--- config.mk ---
export PLATFORM = sky130hd
export DESIGN_NAME = dual_port_memory
export DESIGN_NICKNAME = d
export VERILOG_FILES = /design/src/rtl/dual_port_memory.sv
export SDC_FILE = /design/constraint.sdc
export NUM_CORES = 2
export LEC_CHECK = 0
export BUFFER_PORTS_ARGS = -buffer_cell sky130_fd_sc_hd__buf_2
export CAP_MARGIN = 20
export CELL_PAD_IN_SITES_DETAIL_PLACEMENT = 2
export CELL_PAD_IN_SITES_GLOBAL_PLACEMENT = 2
export CORE_MARGIN = 2
export CORE_UTILIZATION = 50
export DETAILED_ROUTE_END_ITERATION = 16
export PLACE_DENSITY = 0.81
export SYNTH_ARGS = -nofsm -noshare
export SYNTH_HDL_FRONTEND = slang
export SYNTH_SLANG_ARGS = --single-unit
--- constraint.sdc ---
create_clock -name clk -period 6 [get_ports clk]
set_input_delay 0.3 -clock clk [delete_from_list [all_inputs] [get_ports clk]]
set_output_delay 0.3 -clock clk [all_outputs]
set_load 0.005 [all_outputs]
--- src/rtl/dual_port_memory.sv ---
// ---------------------------------------------------------------------------
// dual_port_memory
//   Single-clock memory with one read/write port (A, byte-lane write enables)
//   and one read-only port (B). After reset, and on request, a clear sweep
//   writes clear_value to every location. Both ports are locked out while the
//   sweep runs.
//
// Parameters
//   addr_width  : address bits, depth = 2**addr_width words
//   data_width  : word bits (multiple of 8), nb = data_width/8 byte lanes
//   rdw_mode    : 0 = read-first (old data), 1 = write-first (merged new data)
//   clear_value : word written to every location by the clear sweep
//
// Ports
//   clk, rst       : clock, synchronous active-high reset
//   clear          : request a new clear sweep (honoured only when idle)
//   busy           : high while the clear sweep is running
//   a_en, a_write  : port A request and write qualifier
//   a_be           : port A per-byte write enables
//   a_addr,a_wdata : port A address and write data
//   a_rdata,a_valid: port A read data (1-cycle latency) and its strobe
//   b_en, b_addr   : port B read request and address
//   b_rdata,b_valid: port B read data (1-cycle latency) and its strobe
// ---------------------------------------------------------------------------
module dual_port_memory #(
  parameter int                    addr_width  = 8,
  parameter int                    data_width  = 8,
  parameter int                    rdw_mode    = 0,
  parameter logic [data_width-1:0] clear_value = '0
) (
  input  logic                    clk,
  input  logic                    rst,
  input  logic                    clear,
  output logic                    busy,
  input  logic                    a_en,
  input  logic                    a_write,
  input  logic [data_width/8-1:0] a_be,
  input  logic [addr_width-1:0]   a_addr,
  input  logic [data_width-1:0]   a_wdata,
  output logic [data_width-1:0]   a_rdata,
  output logic                    a_valid,
  input  logic                    b_en,
  input  logic [addr_width-1:0]   b_addr,
  output logic [data_width-1:0]   b_rdata,
  output logic                    b_valid
);

  localparam int depth = 2 ** addr_width;
  localparam int nb    = data_width / 8;
  localparam logic [addr_width-1:0] CNT_STEP = {{(addr_width-1){1'b0}}, 1'b1};

  typedef enum logic {
    CLEAR,
    IDLE
  } state_t;

  state_t                r_state;
  logic [addr_width-1:0] r_cnt;
  logic                  r_busy;
  logic [data_width-1:0] r_aRdata;
  logic [data_width-1:0] r_bRdata;
  logic                  r_aValid;
  logic                  r_bValid;
  logic [data_width-1:0] r_mem [depth];

  logic [data_width-1:0] w_aOld;
  logic [data_width-1:0] w_bOld;
  logic [data_width-1:0] w_aMerged;
  logic [data_width-1:0] w_aRead;
  logic [data_width-1:0] w_bRead;
  logic                  w_collide;
  logic                  w_userWrite;

  assign w_aOld = r_mem[a_addr];
  assign w_bOld = r_mem[b_addr];

  // Build the word port A leaves behind: enabled byte lanes take the new
  // data, the rest keep the stored value. With no write it is the old word.
  always_comb begin
    w_aMerged = w_aOld;
    for (int i = 0; i < nb; i++) begin
      if (a_write && a_be[i]) begin
        w_aMerged[8*i +: 8] = a_wdata[8*i +: 8];
      end
    end
  end

  // Read-during-write handling. In write-first mode both ports see the
  // merged word when they address the location port A is touching; when A
  // only reads, the merged word equals the stored word, so no extra write
  // qualification is needed on the collision term.
  assign w_collide   = a_en && (a_addr == b_addr);
  assign w_aRead     = (rdw_mode == 1) ? w_aMerged : w_aOld;
  assign w_bRead     = ((rdw_mode == 1) && w_collide) ? w_aMerged : w_bOld;
  assign w_userWrite = a_en && a_write && (|a_be);

  // Control FSM with registered outputs. The sweep counter runs 0..depth-1
  // in CLEAR; wrapping past the last address returns to IDLE. User requests
  // are only looked at in IDLE, and a clear request seen in IDLE still lets
  // the request of that same cycle complete before the sweep starts.
  always_ff @(posedge clk) begin
    if (rst) begin
      r_state  <= CLEAR;
      r_cnt    <= '0;
      r_busy   <= 1'b1;
      r_aRdata <= '0;
      r_bRdata <= '0;
      r_aValid <= 1'b0;
      r_bValid <= 1'b0;
    end else begin
      r_aValid <= 1'b0;
      r_bValid <= 1'b0;
      case (r_state)
        CLEAR: begin
          r_cnt <= r_cnt + CNT_STEP;
          if (&r_cnt) begin
            r_state <= IDLE;
            r_busy  <= 1'b0;
          end
        end
        IDLE: begin
          if (a_en) begin
            r_aRdata <= w_aRead;
            r_aValid <= 1'b1;
          end
          if (b_en) begin
            r_bRdata <= w_bRead;
            r_bValid <= 1'b1;
          end
          if (clear) begin
            r_state <= CLEAR;
            r_cnt   <= '0;
            r_busy  <= 1'b1;
          end
        end
        default: begin
          r_state <= CLEAR;
          r_cnt   <= '0;
          r_busy  <= 1'b1;
        end
      endcase
    end
  end

  // Storage array, deliberately without reset so it maps onto RAM. The sweep
  // owns the write port during CLEAR; a reset cycle writes nothing so an
  // in-flight request is dropped.
  always_ff @(posedge clk) begin
    if (!rst) begin
      if (r_state == CLEAR) begin
        r_mem[r_cnt] <= clear_value;
      end else if (w_userWrite) begin
        r_mem[a_addr] <= w_aMerged;
      end
    end
  end

  assign busy    = r_busy;
  assign a_rdata = r_aRdata;
  assign a_valid = r_aValid;
  assign b_rdata = r_bRdata;
  assign b_valid = r_bValid;

endmodule

==> results.ini <==
[run_status]
status = finished, final reports clean

[setup_path]
reg2reg_slack_ns = 0.86
critPathMaxFanout = 16
cp-end-kind = flip-flop
cp-start-kind = flip-flop
crit_required_ns = 6.49
criticalPathCategory = flip-flop to flip-flop
rr_startpoint = r_state$_SDFF_PP0_
worstRegToRegCells = 6
worstPathArrival_ns = 5.62
r2r_end = r_mem[208][3]$_DFFE_PP_

[routing]
wl_mm = 407
ant_nets = 0
drt_first_pass_iters = 8
drtIter0Drc = 10990
wire_per_inst_um = 51.3
vias_per_cell = 8.04
num_vias = 63799
drc = 0

[power]
pwr-share-seq = 0.500
p_per_area_mw_per_mm2 = 289
p_int_mw = 24.0
power.total_mw = 31.4
comb_power_share = 0.062
swShare = 0.236
netSwitchingPower_mw = 7.41
leakagePower_nw = 30.4
vdd_drop_max_uv = 256
clockPowerShare = 0.438

[logic_synthesis]
synth_enable_flop_cells = 2048
synth_top_area_share = 0.629
yosys_register_bits = 2076
synth_cells = 5104
ys_top_cells_by_area = edfxtp_1, mux4_2, mux2i_1, nor2_1, a221oi_1
yosys.area.top_type = edfxtp_1
ys_seq_area_frac = 0.635
synth_area_sq_mm = 0.0977
yosysWarnings = 0
synthFlopType = edfxtp_1
async_flop_share = 0
ys_types = 66
syn_nets = 5136
syn_area_per_cell_sq_um = 19.1

[timing]
fin_crit_ns = 5.14
tns_ns = 0
rsz0062_at_grt = no
tightest_slew_ns = 1.35
finClkSkew_ns = 0.0414
setup-violations-final = 0
setup_slack_ns = 0.863
finalHoldViolCount = 0
max_freq_ghz = 0.195
slew_viol_final = 0
post-route-period-util = 0.856
relSlewSlack = 0.0895

[global_routing]
grt-ovfl-total = 0
grt_max_degree = 133
grt_pass1_wl_mm = 557
grt_use_total = 0.409
grt_pass1_vias = 64119
antenna_found_initial = 48

[finish]
layout.nets = 5216
regArea_sq_mm = 0.0621
final_common_cell = edfxtp_1
multiInputGateArea_sq_mm = 0.0336
synthToLayoutAreaGrowth_pct = 11.0
layout-drive-gt1-share = 0.306
fillers = 15952
mostFrequentLayoutCells = edfxtp_1, mux4_2, mux2i_1, nor2_1, clkbuf_16
fin_area_sq_mm = 0.108

[clock_tree]
clkLatencyLatePin_ns = 0.89
cts_inserted_buffers = 216
path_clk_slew_ns = 0.07
root_buffer = clkbuf_16
cts_tree = built
post-cts-setup-buffer-count = 0
cts_resized = 0
holdBufCountCts = 5
cts_max_level = 4
clockBufferDepth = 3
cts.sinks = 2076

[worst_hold_path]
hold_path_end = r_mem[160][7]$_DFFE_PP_
hold_path_depth = 2
hp-class = input pin to flip-flop
min-delay-start = a_wdata[7]

[die]
start_util = 0.502
dieArea_sq_mm = 0.199
rows = 162
io-pin-count = 50
die_h_um = 446
core-area_sq_mm = 0.195
fp.dieW_um = 446

[place]
post-place-ws_ns = 1.01
numPortBuffers = 49
dp_hpwl_mm = 260
gp_congestion = 0.951
placed_cell_area_sq_mm = 0.101

[flow_run]
cap_viol_max_count = 0

sequential cells by signal (all words and copies together), names as in the netlist:
name and cells:
busy 1, r_state 1, b_valid 1, r_cnt 8, a_rdata 8, b_rdata 8
r_mem 2048, a_valid 1
synth_stat cells (38+ instances only):
master	instances
a211oi_1	51
buf_2	78
o21ai_0	74
nand2_1	108
mux4_2	1000
mux2i_1	386
buf_6	38
clkbuf_1	222
edfxtp_1	2048
nor2_1	331
a221oi_1	107
a22oi_1	54
a21oi_1	76
buf_4	46
area by class of cell:
cell class / instances / share of cell area
diodes: 26 / 0.000600
clock inverters: 121 / 0.0108
flip-flops and latches: 2076 / 0.572
clock buffers: 277 / 0.0529
repair buffers: 283 / 0.0241
inverters: 9 / 0.000450
well taps: 2542 / 0.0293
multi-input cells: 2598 / 0.310
routing by layer:
layer  GRT usage  part of all wire  vias up  wire length (um)
li1            -                 -    22184                 -
met2       0.618              0.46     6326            186000
met5           0           0.00097        -               393
met3       0.129              0.13     1602             54500
met1       0.516              0.33    33631            134000
met4       0.254             0.078       56             31700
per-stage QoR:
| step | hold slack (ns) | util | instances |
|---|---|---|---|
| after floorplan | 0.392 | - | 5104 |
| after global placement | 0.547 | 0.519 | 7468 |
| after detailed placement | 0.560 | 0.520 | 7482 |
| after CTS | 0.0237 | 0.556 | 7885 |
| after global routing | 0.0537 | 0.557 | 7909 |
| final | 0.0591 | 0.557 | 7932 |
logic make-up (layout without fill, tap and decap cells):
| family | after synthesis | after routing | share of synthesized area |
|---|---|---|---|
| AOI/OAI and AO/OA | 546 | 546 | 0.0411 |
| xor gates and xnor gates | 2 | 2 | 0.000179 |
| adders and majority gates | 1 | 1 | 0.000128 |
| buffers and inverters | 430 | 690 | 0.0224 |
| DFF | 2076 | 2076 | 0.635 |
| muxes | 1392 | 1392 | 0.271 |
| other | 0 | 26 | 0 |
| and+or+nand+nor | 657 | 657 | 0.0304 |
power groups by stage:
stage               logic, mW  registers, mW  clock network, mW
floorplan                1.12           16.0                  0
global placement         1.77           16.0                  0
detailed placement       1.82           16.0                  0
CTS                      1.85           15.7               13.7
global route             1.93           15.7               14.1
finish                   1.94           15.7               13.7
worst max-delay path, stage by stage (launching register included):
cell,delay (ns)
dfxtp_1,0.37
nand2_1,0.15
nor2_1,0.29
nand3_1,0.52
o21ai_0,1.23
nand2_1,1.00
nor2_1,1.16
worst max path at each step:
stage                            start                      end  slack [ns]
floorplan           r_state$_SDFF_PP0_    r_mem[0][0]$_DFFE_PP_        0.58
detailed placement                 rst   r_mem[62][0]$_DFFE_PP_        1.01
global route                       rst   r_mem[56][2]$_DFFE_PP_        1.17
global placement             a_addr[5]  r_mem[104][2]$_DFFE_PP_        0.98
CTS                                rst   r_mem[62][0]$_DFFE_PP_        1.24
finish              r_state$_SDFF_PP0_  r_mem[208][3]$_DFFE_PP_        0.86
Power figures use the tool's default switching activity.
